<file path="config.mk">
export PLATFORM = sky130hd
export DESIGN_NAME = io_input_debounce_flat
export DESIGN_NICKNAME = d
export VERILOG_FILES = /design/src/rtl/io_input_debounce_if.sv /design/src/rtl/io_input_debounce.sv /design/src/flat_wrapper.sv
export SDC_FILE = /design/constraint.sdc
export NUM_CORES = 1
export LEC_CHECK = 0
export ABC_CLOCK_PERIOD_IN_PS = 2250
export CAP_MARGIN = 20
export CORE_MARGIN = 8
export CORE_UTILIZATION = 50
export DETAILED_ROUTE_END_ITERATION = 8
export PLACE_DENSITY = 0.75
export SLEW_MARGIN = 15
export SYNTH_ARGS = -nofsm -noshare
export SYNTH_HDL_FRONTEND = slang
export SYNTH_SLANG_ARGS = --single-unit
</file>
<file path="constraint.sdc">
create_clock -name io_clk -period 2.25 [get_ports io_clk]
set_clock_uncertainty 0.15 [all_clocks]
set_input_delay 0.45 -clock io_clk [delete_from_list [all_inputs] [get_ports io_clk]]
set_output_delay 0.45 -clock io_clk [all_outputs]
set_load 0.05 [all_outputs]
</file>
<file path="src/rtl/io_input_debounce_if.sv">
// Bus bundle between the raw board inputs and the debounced input-port words.
// The bench/board side is the master; the debouncer is the slave.
interface io_input_debounce_if #(
  parameter int DATA_W = 32
);
  logic [DATA_W-1:0] raw_port0;
  logic [DATA_W-1:0] raw_port1;
  logic [DATA_W-1:0] in_port0;
  logic [DATA_W-1:0] in_port1;
  logic              chg0;
  logic              chg1;

  modport master (
    output raw_port0, raw_port1,
    input  in_port0, in_port1, chg0, chg1
  );

  modport slave (
    input  raw_port0, raw_port1,
    output in_port0, in_port1, chg0, chg1
  );
endinterface

</file>
<file path="src/rtl/io_input_debounce.sv">
// Two independent channels: two-flop synchroniser, then a word-level debounce FSM that
// commits a new word only after it has held unchanged for DB_CYCLES consecutive cycles.
module io_input_debounce #(
  parameter int DB_CYCLES = 16,
  parameter int CNT_W     = $clog2(DB_CYCLES + 1),
  parameter int DATA_W    = 32
) (
  input  logic               io_clk,
  input  logic               reset,
  io_input_debounce_if.slave bus
);

  localparam logic [0:0] IDLE   = 1'b0;
  localparam logic [0:0] SETTLE = 1'b1;

  logic [DATA_W-1:0] raw      [2];
  logic [DATA_W-1:0] s1_q     [2];
  logic [DATA_W-1:0] s1_d     [2];
  logic [DATA_W-1:0] s2_q     [2];
  logic [DATA_W-1:0] s2_d     [2];
  logic [DATA_W-1:0] stable_q [2];
  logic [DATA_W-1:0] stable_d [2];
  logic [DATA_W-1:0] cand_q   [2];
  logic [DATA_W-1:0] cand_d   [2];
  logic [CNT_W-1:0]  cnt_q    [2];
  logic [CNT_W-1:0]  cnt_d    [2];
  logic [0:0]        state_q  [2];
  logic [0:0]        state_d  [2];
  logic              chg_q    [2];
  logic              chg_d    [2];

  assign raw[0] = bus.raw_port0;
  assign raw[1] = bus.raw_port1;

  always_comb begin
    for (int i = 0; i < 2; i++) begin
      // Synchroniser stages: the FSM below never looks at anything but s2.
      s1_d[i]     = raw[i];
      s2_d[i]     = s1_q[i];

      // Debounce stage.
      stable_d[i] = stable_q[i];
      cand_d[i]   = cand_q[i];
      cnt_d[i]    = cnt_q[i];
      state_d[i]  = state_q[i];
      chg_d[i]    = 1'b0;

      if (state_q[i] == IDLE) begin
        if (s2_q[i] != stable_q[i]) begin
          cand_d[i]  = s2_q[i];
          cnt_d[i]   = CNT_W'(1);
          state_d[i] = SETTLE;
        end else begin
          cnt_d[i]   = '0;
        end
      end else begin
        if (s2_q[i] == stable_q[i]) begin
          state_d[i]  = IDLE;
          cnt_d[i]    = '0;
        end else if (s2_q[i] != cand_q[i]) begin
          cand_d[i]   = s2_q[i];
          cnt_d[i]    = CNT_W'(1);
        end else if (cnt_q[i] == CNT_W'(DB_CYCLES)) begin
          stable_d[i] = cand_q[i];
          chg_d[i]    = 1'b1;
          cnt_d[i]    = '0;
          state_d[i]  = IDLE;
        end else begin
          cnt_d[i]    = cnt_q[i] + CNT_W'(1);
        end
      end
    end
  end

  always_ff @(posedge io_clk) begin
    if (reset) begin
      for (int i = 0; i < 2; i++) begin
        s1_q[i]     <= '0;
        s2_q[i]     <= '0;
        stable_q[i] <= '0;
        cand_q[i]   <= '0;
        cnt_q[i]    <= '0;
        state_q[i]  <= IDLE;
        chg_q[i]    <= 1'b0;
      end
    end else begin
      for (int i = 0; i < 2; i++) begin
        s1_q[i]     <= s1_d[i];
        s2_q[i]     <= s2_d[i];
        stable_q[i] <= stable_d[i];
        cand_q[i]   <= cand_d[i];
        cnt_q[i]    <= cnt_d[i];
        state_q[i]  <= state_d[i];
        chg_q[i]    <= chg_d[i];
      end
    end
  end

  assign bus.in_port0 = stable_q[0];
  assign bus.in_port1 = stable_q[1];
  assign bus.chg0     = chg_q[0];
  assign bus.chg1     = chg_q[1];

endmodule

</file>
<file path="src/flat_wrapper.sv">
// flat-port wrapper written by rule: the top's interface ports become plain ports
module io_input_debounce_flat 
#(
  parameter int DB_CYCLES = 16,
  parameter int CNT_W     = $clog2(DB_CYCLES + 1),
  parameter int DATA_W    = 32
)
  (io_clk, reset, bus_raw_port0, bus_raw_port1, bus_in_port0, bus_in_port1, bus_chg0, bus_chg1);
  io_input_debounce_if #(.DATA_W(DATA_W)) bus_i ();
  input  logic io_clk;
  input  logic reset;
  input wire logic [$bits(bus_i.raw_port0)-1:0] bus_raw_port0;
  input wire logic [$bits(bus_i.raw_port1)-1:0] bus_raw_port1;
  output wire logic [$bits(bus_i.in_port0)-1:0] bus_in_port0;
  output wire logic [$bits(bus_i.in_port1)-1:0] bus_in_port1;
  output wire logic [$bits(bus_i.chg0)-1:0] bus_chg0;
  output wire logic [$bits(bus_i.chg1)-1:0] bus_chg1;
  assign bus_i.raw_port0 = bus_raw_port0;
  assign bus_i.raw_port1 = bus_raw_port1;
  assign bus_in_port0 = bus_i.in_port0;
  assign bus_in_port1 = bus_i.in_port1;
  assign bus_chg0 = bus_i.chg0;
  assign bus_chg1 = bus_i.chg1;
  io_input_debounce #(.DB_CYCLES(DB_CYCLES), .CNT_W(CNT_W), .DATA_W(DATA_W)) u_core (.io_clk(io_clk), .reset(reset), .bus(bus_i));
endmodule
</file>
==> results.json <==
{
  "status": "complete, but fails checks",
  "violations": "negative setup slack",
  "finalSetupViolCount": 70,
  "grt_setup_unrepaired": "yes",
  "core_area_mm2": 0.02017,
  "period_share": 1.101,
  "port_buffers": 131,
  "drtPass1Iterations": 7,
  "max_freq_mhz": 403.6,
  "wl_um": 28960,
  "holdCritStartpoint": "reset",
  "r2r-start": "u_core.cand_q[0][30]$_SDFFE_PP0P_",
  "die_y_um": 159.3,
  "gr-total-overflow": 0,
  "final_cell_mix": "dfxtp_1 (184), nor2b_1 (128), xor2_1 (84), dfxtp_2 (82), buf_4 (79)",
  "drive_gt1_frac": 0.2367,
  "p_total_uw": 10420,
  "htreeDepth": 1,
  "worstSetupEndpointType": "register",
  "finalHoldViolations": 0,
  "critPathRequiredTime_ps": 2570,
  "worst_slack_ps": -227.6,
  "drt.antenna.violating_nets": 0,
  "netlist_instances": 1095,
  "antenna_found_initial": 0,
  "die_area_mm2": 0.02539,
  "insertion_delay_ps": 550,
  "worst_pin_slew_ps": 544.8,
  "clk_pin_slew_ps": 60,
  "diodes": 0,
  "grt_pass1_vias": 8264,
  "ys_types": 34,
  "dpl.hpwl_um": 18160,
  "syn_nets": 1165,
  "synth_area_per_cell_um2": 9.381,
  "grt_use_total": 0.2098,
  "pre_cts_ws_ps": -167.9,
  "maxSlewViolCount": 0,
  "power_density_mw_per_mm2": 749.9,
  "worstSetupPathType": "register to register",
  "cp_max_fo": 11,
  "synth_ff_type": "dfxtp_1",
  "cts_num_sinks": 270,
  "synth_edf_count": 0,
  "mostFrequentLayoutCell": "dfxtp_1",
  "worst_setup_path_start_kind": "register",
  "synthArstFlopShare": 0,
  "r2r_slack_ps": -230,
  "ys_ff_latch": 270,
  "fin_util": 0.6890,
  "grt_pass1_wl_um": 44190,
  "vias": 8651,
  "root_buffer": "clkbuf_16",
  "startpoint": "u_core.cand_q[0][30]$_SDFFE_PP0P_",
  "relSlewSlack": 0.6382,
  "leakage_uw": 0.005717,
  "cts_tree": "built",
  "numCtsBuffers": 28,
  "hold_path.class": "input pin to register",
  "worstPathArrival_ps": 2800,
  "via_per_inst": 5.521,
  "yosysSeqAreaShare": 0.5262,
  "fin_nets": 1345,
  "clk_path_buf_depth": 3,
  "num_io_pins": 132,
  "drtIter0Drc": 719,
  "maxCapViolations": 0,
  "synth-warning-count": 0,
  "synth.cell_area_mm2": 0.01027,
  "wl_per_cell_um": 18.48,
  "grt_max_degree": 112,
  "gp_congestion": 0.8890,
  "ir_drop_v": 0.0006371,
  "die_w_um": 159.3,
  "row_count": 52,
  "finalCriticalPeriod_ps": 2478,
  "postCtsHoldBufs": 0,
  "start_util": 0.5093,
  "fillers": 1505,
  "drc": 0,
  "syn2layout_area_growth_pct": 35.27
}
per-layer routing:
metal	routed length [um]	GRT usage
met1	12920	0.2870
met2	13080	0.3242
met3	2122	0.04343
met4	841	0.07075
met5	0	0
state kept, by name, summed over array words and instances, names as in the netlist:
register	cells
u_core.cand_q	64
u_core.state_q	2
u_core.cnt_q	10
u_core.s1_q	64
u_core.stable_q	64
u_core.chg_q	2
u_core.s2_q	64
power by group:
| group | internal (uW) | switching, uW | leakage, uW |
|---|---|---|---|
| sequential | 4920 | 100 | 0.00225 |
| combinational | 367 | 341 | 0.00298 |
| clock | 2810 | 1880 | 0.000480 |
| total | 8100 | 2320 | 0.00572 |
final cells by class:
cell class                 instances  area [um^2]  area share
clock buffer                      40        835.8     0.06015
clock inverter                    12        123.9    0.008914
inverter                           7        27.53    0.001981
multi-input combinational        737         4827      0.3474
sequential                       270         5523      0.3974
tap                              270        337.8     0.02431
timing repair buffer             231         2221      0.1598
what timing repair did:
item                                   in CTS  in global routing
setup endpoints to repair                 141                142
buffers inserted                            1                  5
resized for setup                         127                 83
cloned                                      6                  5
pin swaps                                  14                 20
endpoints found under the hold margin       0                  0
cells in the mapped netlist (14+ instances only):
library cell / n / area, um^2
o21ai_0: 86 / 430.4
a21oi_1: 66 / 330.3
nor4_1: 23 / 143.9
nor2_1: 14 / 52.55
xnor2_1: 49 / 429.2
o21ai_1: 43 / 215.2
nand2_1: 71 / 266.5
nor2b_1: 128 / 800.8
dfxtp_1: 270 / 5405
nand4_1: 78 / 488.0
xor2_1: 85 / 744.5
clkbuf_1: 64 / 240.2
nand3_1: 70 / 350.3
cell families (layout without fill, tap and decap cells):
kind of cell,Yosys count,after routing,share of synthesized area
compound gates,196,196,0.09574
xor+xnor,134,134,0.1143
simple gates,400,403,0.2201
fa+ha+maj,4,4,0.004872
buf+inv,91,290,0.03885
flops,270,270,0.5262
stage by stage:
| stage | setup TNS [ps] | hold slack [ps] | cells | area (um^2) |
|---|---|---|---|---|
| after floorplan | 0 | 263.8 | 1095 | 10360 |
| after global placement | -5850 | 266.8 | 1499 | 12400 |
| after detailed placement | -7735 | 272.6 | 1499 | 12400 |
| after CTS | -5868 | 243.7 | 1558 | 13530 |
| after global routing | -14970 | 252.2 | 1567 | 13900 |
| final | -10490 | 234.5 | 1567 | 13900 |
worst max-delay path, stage by stage (launching register included):
cell	delay [ps]
dfxtp_1	320
xor2_1	190
nor4_1	450
nand2_1	170
or4_4	620
buf_8	180
nand4b_4	190
nor2_1	140
worst paths after layout:
check,end,cells past startpoint
max,u_core.cnt_q[0][4]$_SDFF_PP0_,7
max reg2reg,u_core.cnt_q[0][4]$_SDFF_PP0_,7
min,u_core.s1_q[0][24]$_SDFF_PP0_,3
min reg2reg,u_core.s2_q[0][47]$_SDFF_PP0_,1
(Power assumes the default switching activity.)
